===== src/rtl/pipe_stall_ctrl.sv =====
// ---------------------------------------------------------------------------
// pipe_stall_ctrl -- central pipeline stall / flush controller
//
// Arbitrates stall requests (mem > id > if) into a per-stage hold vector,
// sequences branch flushes so a flush is never lost behind an EX hold,
// marks the in-flight fetch to be discarded after a flush, and flags stall
// runs that reach MAX_STALL.
//
// Ports:
//   clk              system clock
//   rst              synchronous reset, active-low (0 = reset)
//   stallreq_if      instruction fetch not yet returned
//   stallreq_id      load-use hazard in ID
//   stallreq_mem     data memory access busy
//   branch_i         EX resolved a taken branch/jump (held while EX held)
//   stall_o[5:0]     per-stage hold {WB,MEM,EX,ID,IF,PC}, 1 = stop (comb)
//   flush_o          single-cycle kill of if_id / id_exe (comb)
//   drop_fetch_o     discard the next fetch response (registered)
//   stall_timeout_o  sticky flag: stall run reached MAX_STALL (registered)
//
// Optional build macro STALL_PERF_EN adds 32-bit wrapping event counters:
//   perf_mem_o, perf_id_o, perf_if_o (cycles each source won priority)
//   perf_flush_o (flush_o pulses)
// ---------------------------------------------------------------------------
module pipe_stall_ctrl #(
  parameter int unsigned MAX_STALL = 1024,
  parameter int unsigned CNT_W     = 16
) (
  input  logic       clk,
  input  logic       rst,
  input  logic       stallreq_if,
  input  logic       stallreq_id,
  input  logic       stallreq_mem,
  input  logic       branch_i,
  output logic [5:0] stall_o,
  output logic       flush_o,
  output logic       drop_fetch_o,
  output logic       stall_timeout_o
`ifdef STALL_PERF_EN
  ,
  output logic [31:0] perf_mem_o,
  output logic [31:0] perf_id_o,
  output logic [31:0] perf_if_o,
  output logic [31:0] perf_flush_o
`endif
);

  typedef enum logic [1:0] {
    S_RUN        = 2'd0,
    S_FLUSH_WAIT = 2'd1,
    S_DROP_FETCH = 2'd2
  } state_t;

  localparam logic [CNT_W-1:0] CNT_MAX = CNT_W'(MAX_STALL);

  state_t           r_state;
  logic             r_drop;
  logic             r_timeout;
  logic [CNT_W-1:0] r_cnt;
  logic [5:0]       w_stall;
  logic             w_flush;

  // Priority stall vector; WB is never held, everything forced off in reset
  always_comb begin
    w_stall = 6'b000000;
    if (rst) begin
      if (stallreq_mem)      w_stall = 6'b011111;
      else if (stallreq_id)  w_stall = 6'b000111;
      else if (stallreq_if)  w_stall = 6'b000011;
    end
  end

  // Flush fires once EX is free; a deferred flush ignores the held branch_i
  always_comb begin
    w_flush = 1'b0;
    if (rst) begin
      case (r_state)
        S_RUN, S_DROP_FETCH: w_flush = branch_i & ~w_stall[3];
        S_FLUSH_WAIT:        w_flush = ~w_stall[3];
        default:             w_flush = 1'b0;
      endcase
    end
  end

  // Flush sequencing FSM; drop flag is registered alongside the state
  always_ff @(posedge clk) begin
    if (!rst) begin
      r_state <= S_RUN;
      r_drop  <= 1'b0;
    end else begin
      case (r_state)
        S_RUN: begin
          if (branch_i) begin
            if (w_stall[3]) begin
              r_state <= S_FLUSH_WAIT;
            end else if (stallreq_if) begin
              r_state <= S_DROP_FETCH;
              r_drop  <= 1'b1;
            end
          end
        end
        S_FLUSH_WAIT: begin
          if (!w_stall[3]) begin
            if (stallreq_if) begin
              r_state <= S_DROP_FETCH;
              r_drop  <= 1'b1;
            end else begin
              r_state <= S_RUN;
            end
          end
        end
        S_DROP_FETCH: begin
          // A fresh flush here re-arms the drop; otherwise leave once the
          // stale response has returned
          if (!(branch_i && !w_stall[3]) && !stallreq_if) begin
            r_state <= S_RUN;
            r_drop  <= 1'b0;
          end
        end
        default: begin
          r_state <= S_RUN;
          r_drop  <= 1'b0;
        end
      endcase
    end
  end

  // Stall run-length counter (saturating) and sticky timeout flag
  always_ff @(posedge clk) begin
    if (!rst) begin
      r_cnt     <= '0;
      r_timeout <= 1'b0;
    end else begin
      if (w_stall == 6'b000000)  r_cnt <= '0;
      else if (r_cnt != CNT_MAX) r_cnt <= r_cnt + CNT_W'(1);
      if (r_cnt == CNT_MAX)      r_timeout <= 1'b1;
    end
  end

  assign stall_o         = w_stall;
  assign flush_o         = w_flush;
  assign drop_fetch_o    = r_drop;
  assign stall_timeout_o = r_timeout;

`ifdef STALL_PERF_EN
  logic [31:0] r_perf_mem;
  logic [31:0] r_perf_id;
  logic [31:0] r_perf_if;
  logic [31:0] r_perf_flush;

  // Winner decode follows the priority shape of the stall vector
  always_ff @(posedge clk) begin
    if (!rst) begin
      r_perf_mem   <= '0;
      r_perf_id    <= '0;
      r_perf_if    <= '0;
      r_perf_flush <= '0;
    end else begin
      if (w_stall[4])               r_perf_mem   <= r_perf_mem + 32'd1;
      if (w_stall[2] && !w_stall[3]) r_perf_id   <= r_perf_id + 32'd1;
      if (w_stall[1] && !w_stall[2]) r_perf_if   <= r_perf_if + 32'd1;
      if (w_flush)                  r_perf_flush <= r_perf_flush + 32'd1;
    end
  end

  assign perf_mem_o   = r_perf_mem;
  assign perf_id_o    = r_perf_id;
  assign perf_if_o    = r_perf_if;
  assign perf_flush_o = r_perf_flush;
`endif

endmodule

===== config.mk =====
export PLATFORM = sky130hd
export DESIGN_NAME = pipe_stall_ctrl
export DESIGN_NICKNAME = d
export VERILOG_FILES = /design/src/rtl/pipe_stall_ctrl.sv
export SDC_FILE = /design/constraint.sdc
export NUM_CORES = 1
export LEC_CHECK = 0
export CORE_MARGIN = 8
export CORE_UTILIZATION = 56
export CTS_CLUSTER_SIZE = 30
export DETAILED_ROUTE_END_ITERATION = 12
export PLACE_DENSITY_LB_ADDON = 0.2
export RECOVER_POWER = 25
export SLEW_MARGIN = 0
export SYNTH_ARGS = -nofsm -noshare
export SYNTH_HDL_FRONTEND = slang
export SYNTH_SLANG_ARGS = --single-unit
export TNS_END_PERCENT = 20

===== constraint.sdc =====
create_clock -name clk -period 2.1 [get_ports clk]
set_input_delay 0.315 -clock clk [delete_from_list [all_inputs] [get_ports clk]]
set_output_delay 0.315 -clock clk [all_outputs]
set_load 0.01 [all_outputs]

==> flow_metrics.py, run 1 <==
metrics = {
    "power": {
        "total_power_mw": 0.658,
        "ir_drop_uv": 445,
        "power_density_mw_per_mm2": 543,
        "p_leak_nw": 0.404,
    },
    "grt": {
        "grt_pass1_vias": 838,
        "antenna_found_initial": 0,
        "grt_busiest_layer": "met2",
        "grt_pass1_wl_um": 3730,
        "met2_usage": 0.211,
        "grt_overflow_total": 0,
        "grt_use_total": 0.136,
        "grt_max_degree": 17,
        "met3_usage": 0.0477,
        "use_met1": 0.174,
    },
    "floorplanning": {
        "die-area_mm2": 0.00353,
        "row_count": 15,
        "die_w_um": 59.4,
        "ioPinCount": 15,
        "core_area_mm2": 0.00175,
        "die-height_um": 59.4,
        "initial_utilization": 0.604,
    },
    "synth": {
        "synth_warnings": 0,
        "syn-num-nets": 135,
        "ys_seq_area_frac": 0.380,
        "synth_mux_area_frac": 0.0570,
        "synthCells": 127,
        "synthesis.area_mm2": 0.00105,
        "synth_fa_ha_area_frac": 0.0238,
        "synth_cell_types": 33,
        "synth_ff_type": "dfxtp_1",
        "synth-simple-area-share": 0.305,
        "synth_area_per_cell_um2": 8.30,
        "synth_compound_area_frac": 0.138,
        "synth_edf_count": 0,
        "synthArstFlopShare": 0,
        "synth_top_family_by_area": "simple AND/OR/NAND/NOR gates",
        "synth-xor-area-share": 0.0166,
        "synth-seq-cells": 20,
    },
    "sta": {
        "period_needed_ns": 2.02,
        "period_share": 0.963,
        "final-setup-viol-count": 0,
        "maxSlewViolCount": 0,
        "grt_setup_unrepaired": "no",
        "max_freq_ghz": 0.495,
        "skew_ns": 0.000796,
        "hold_viol_final": 0,
    },
    "critical_path": {
        "crit_required_ns": 1.78,
        "cp.arrival_ns": 1.71,
        "worstSetupPathType": "input pin to output pin",
        "end_kind": "output pin",
        "cp_max_fo": 5,
        "crit_path_start_kind": "input pin",
    },
    "layout": {
        "final_util": 0.695,
        "final_layout_size_suffix_gt1_frac": 0.0719,
        "diodes": 0,
        "layout.nets": 149,
        "area_growth_pct": 15.2,
        "fillers": 149,
    },
    "clock_tree": {
        "clock_path_buffers": 2,
        "insertion_delay_ns": 0.29,
        "cts_tree": "yes",
        "postCtsSetupBuffers": 0,
        "cts.reportedPaths.clkPinSlew_ns": 0.10,
        "clock-sinks": 20,
        "cts_buffers": 3,
        "cts_root_buffer": "clkbuf_4",
        "htreeDepth": 1,
        "cts_hold_buf": 0,
    },
    "routing": {
        "drc": 0,
        "final_antenna_net_count": 0,
        "routed_wirelength_um": 2220,
        "drtIter0Drc": 32,
        "vias": 935,
        "vias_per_cell": 5.70,
        "drt-wirelength-per-cell_um": 13.5,
        "first_pass_iters": 4,
    },
    "hold_path": {
        "min_path_type": "register to register",
    },
    "placed_design": {
        "dp_hpwl_um": 1710,
        "finalWeightedCongestion": 0.831,
        "port_buffers": 13,
    },
    "status": {
        "status": "complete, no violations",
    },
    "flow_run": {
        "maxCapViolations": 0,
    },
}
-- critical path, stage by stage --
cell             delay, ns
clkdlybuf4s50_1       0.51
buf_4                 0.14
and2_0                0.18
clkdlybuf4s50_1       0.56
-- cells in the mapped netlist (all sizes together) (2+ instances only) --
master,number,area (um^2)
dfxtp,20,400
nand2,13,48.8
inv,9,33.8
a21oi,8,40.0
mux2i,6,60.1
nor2,6,22.5
nor2b,6,37.5
o21ai,6,30.0
o31ai,6,45.0
buf,5,38.8
nand3,5,25.0
nor4,5,37.5
or4,5,37.5
nand4,4,31.3
nand2b,3,18.8
or3,3,20.0
clkbuf,2,7.51
ha,2,25.0
nor3,2,10.0
nor4b,2,17.5
xor2,2,17.5
-- through the flow --
stage	hold slack (ns)	cell area [um^2]	worst slack, ns	cells	TNS, ns
detailed placement	0.468	1190	-0.00976	161	-0.00976
CTS	0.488	1210	0.0281	164	0
global placement	0.452	1190	0.0139	161	0
floorplan	0.433	1050	0.716	127	0
global route	0.526	1210	0.0168	164	0
finish	0.480	1210	0.0787	164	0
-- flip-flops by register name, summed over array words and instances (netlist names) --
| register | count |
|---|---|
| drop_fetch_o | 1 |
| r_cnt | 16 |
| r_state | 2 |
| stall_timeout_o | 1 |
-- logic make-up after synthesis --
family | Yosys count
AND/OR/NAND/NOR | 56
other | 1
multiplexers | 6
adder cells (fa/ha/maj) | 2
buffers and inverters | 16
flip-flops | 20
XOR/XNOR | 2
AO/OA/AOI/OAI | 24
-- power breakdown --
part	total [mW]	leakage (nW)	switching, mW	internal, mW
logic	0.0823	0.229	0.0414	0.0409
registers	0.398	0.162	0.0110	0.387
clock network	0.178	0.0138	0.111	0.0668
total	0.658	0.404	0.164	0.495
-- final timing paths --
kind                              startpoint      endpoint  slack, ns  cells after the start
worst max register to register      r_cnt[2]     r_cnt[12]       0.48                      3
worst min-delay path            drop_fetch_o  drop_fetch_o       0.48                      2
worst max-delay path            stallreq_mem    stall_o[4]       0.08                      4
worst min register to register  drop_fetch_o  drop_fetch_o       0.48                      2
-- per-layer routing --
layer  part of all wire  wire length, um
met5                  0                0
met4             0.0090               20
met3              0.056              125
met2               0.48             1060
met1               0.46             1010
-- layout make-up --
type	count	area (um^2)	share of cell area
Multi-Input combinational cell	91	578	0.476
Sequential cell	20	400	0.330
Timing Repair Buffer	16	148	0.122
Inverter	9	33.8	0.0278
Tap cell	25	31.3	0.0258
Clock buffer	3	22.5	0.0186
-- layout by cell type (no fill, tap or decap), drive strengths merged, types with 6 or more instances in the layout --
cell and n:
dfxtp 20, nand2 13, clkdlybuf4s50 11, inv 9, a21oi 8, nor2 6, nor2b 6, o21ai 6
mux2i 6, o31ai 6
-- repair_timing --
item / 4_1_cts / 5_1_grt
hold endpoints to repair: 0 / 0
endpoints found under the setup margin: 1 / 2
gates cloned: 0 / 0
gates resized for setup: 1 / 2
pin swaps: 0 / 0
(Power assumes the default switching activity.)
==> inputs of run 2 (changes only) <==
--- a/config.mk
+++ b/config.mk
@@ -11,6 +11,7 @@
 export DETAILED_ROUTE_END_ITERATION = 12
 export PLACE_DENSITY_LB_ADDON = 0.2
 export RECOVER_POWER = 25
+export REMOVE_ABC_BUFFERS = 1
 export SLEW_MARGIN = 0
 export SYNTH_ARGS = -nofsm -noshare
 export SYNTH_HDL_FRONTEND = slang
==> flow_metrics.py, run 2 (synthesis results as in run 1) <==
metrics = {
    "status": {
        "status": "complete, no violations",
    },
    "critical_path": {
        "cpMaxStageDelayCell": "clkdlybuf4s50_1",
        "cp.arrival_ns": 1.72,
        "slowest_delay_ns": 0.57,
        "cp-startpoint": "stallreq_mem",
        "crit_family": "buffers and inverters",
        "end_kind": "output pin",
        "crit_path_start_kind": "input pin",
        "crit_end": "stall_o[3]",
        "ff2ff_setup_slack_ns": 0.42,
        "ff2ff_path_depth": 3,
        "rr_startpoint": "r_cnt[2]",
        "path_cells": "clkdlybuf4s50_1 > buf_4 > and2_0 > clkdlybuf4s50_1",
        "critical_path_buf_inv_count": 3,
        "r2r_end": "r_cnt[12]",
        "worst_path_most_repeated_cell": "clkdlybuf4s50_1",
        "cp_max_fo": 5,
        "crit_required_ns": 1.78,
        "cp_num_cells": 4,
        "worstSetupPathType": "input pin to output pin",
    },
    "routing": {
        "vias": 941,
        "first_pass_iters": 4,
        "final_antenna_net_count": 0,
        "routed_wirelength_um": 2210,
        "drtIter0Drc": 25,
        "drt-wirelength-per-cell_um": 13.4,
        "drc": 0,
        "vias_per_cell": 5.70,
    },
    "layout": {
        "fillers": 138,
        "final_common_cell": "dfxtp_1",
        "layout.nets": 149,
        "largest_register_ffs": 16,
        "layout_common_cells": "dfxtp_1, nand2_1, clkdlybuf4s50_1",
        "diodes": 0,
        "reg.largest.list": "r_cnt x16, r_state x2",
        "final_util": 0.715,
        "top_register": "r_cnt",
        "final_layout_size_suffix_gt1_frac": 0.0714,
        "area_growth_pct": 18.4,
    },
    "grt": {
        "grt_use_total": 0.127,
        "grt_pass1_wl_um": 3510,
        "antenna_found_initial": 0,
        "grt_overflow_total": 0,
        "grt_max_degree": 17,
        "grt_pass1_vias": 799,
    },
    "sta": {
        "max_freq_ghz": 0.492,
        "period_share": 0.967,
        "hold_viol_final": 0,
        "maxSlewViolCount": 0,
        "period_needed_ns": 2.03,
        "grt_setup_unrepaired": "no",
        "skew_ns": 0.0162,
        "final-setup-viol-count": 0,
    },
    "clock_tree": {
        "insertion_delay_ns": 0.30,
        "clock-sinks": 20,
        "cts_tree": "yes",
        "cts.reportedPaths.clkPinSlew_ns": 0.12,
        "clock_path_buffers": 2,
        "htreeDepth": 1,
        "cts_root_buffer": "clkbuf_4",
        "cts_hold_buf": 0,
        "cts_buffers": 3,
    },
    "placed_design": {
        "port_buffers": 13,
        "dp_hpwl_um": 1700,
        "finalWeightedCongestion": 0.803,
    },
    "floorplanning": {
        "die-height_um": 59.4,
        "die-area_mm2": 0.00353,
        "ioPinCount": 15,
        "die_w_um": 59.4,
        "core_area_mm2": 0.00175,
        "row_count": 15,
        "initial_utilization": 0.604,
    },
    "flow_run": {
        "maxCapViolations": 0,
    },
    "hold_path": {
        "min_path_type": "register to register",
        "min-delay-start": "drop_fetch_o",
    },
    "power": {
        "power_density_mw_per_mm2": 634,
        "ir_drop_uv": 528,
        "p_leak_nw": 0.429,
        "total_power_mw": 0.791,
    },
}
## run 2: changes by cell type in the layout (fill, tap and decap cells not counted)
cell and change:
dlygate4sd3_1 -1, dlymetal6s2s_1 +1, bufinv_16 +1, inv_1 +1, clkdlybuf4s50_1 +1, inv_2 -1
dlygate4sd2_1 -1
## run 2: what timing repair did
action / 4_1_cts / 5_1_grt
resized for setup: 1 / 1
endpoints found under the hold margin: 0 / 0
gates cloned: 0 / 0
buffers inserted: 0 / 0
setup endpoints to repair: 2 / 1
## run 2: worst min-delay path: stages (launching register included)
cell	delay [ns]
dfxtp_1	0.33
inv_1	0.05
a221oi_1	0.06
## run 2: cell type report
| class | instances | area, um^2 | share of cell area |
|---|---|---|---|
| Tap cell | 25 | 31.3 | 0.0251 |
| Clock inverter | 1 | 30.0 | 0.0241 |
| Clock buffer | 3 | 22.5 | 0.0181 |
| Timing Repair Buffer | 16 | 151 | 0.121 |
| Multi-Input combinational cell | 91 | 578 | 0.463 |
| Sequential cell | 20 | 400 | 0.321 |
| Inverter | 9 | 33.8 | 0.0271 |
## run 2: per-layer routing
| metal | vias to the layer above | GRT usage | wire length, um | share of wire |
|---|---|---|---|---|
| met1 | 449 | 0.143 | 999 | 0.45 |
| met3 | 2 | 0.0325 | 72 | 0.033 |
| met2 | 12 | 0.230 | 1130 | 0.51 |
| met5 | - | 0 | 0 | 0 |
| li1 | 478 | - | - | - |
| met4 | 0 | 0.0307 | 16 | 0.0072 |
## run 2: how the worst min path moves through the flow
stage	cells past startpoint	end	slack, ns
6_report	2	drop_fetch_o	0.48
5_1_grt	2	drop_fetch_o	0.49
4_1_cts	2	drop_fetch_o	0.48
3_5_place_dp	2	drop_fetch_o	0.46
3_3_place_gp	1	stall_timeout_o	0.45
2_1_floorplan	1	stall_timeout_o	0.43
## run 2: power by group
group / total [mW] / switching, mW / internal [mW]
sequential: 0.398 / 0.0105 / 0.387
combinational: 0.0826 / 0.0409 / 0.0416
clock: 0.310 / 0.118 / 0.193
total: 0.791 / 0.169 / 0.622
## run 2: per-stage QoR
stage	hold slack (ns)	TNS [ns]	instances	instance area (um^2)	worst slack (ns)
floorplan	0.433	0	120	1010	0.207
finish	0.476	0	165	1250	0.0692
global route	0.494	0	165	1250	0.0247
detailed placement	0.457	-0.00322	161	1190	-0.00322
CTS	0.478	0	165	1250	0.0256
global placement	0.446	0	161	1190	0.0132
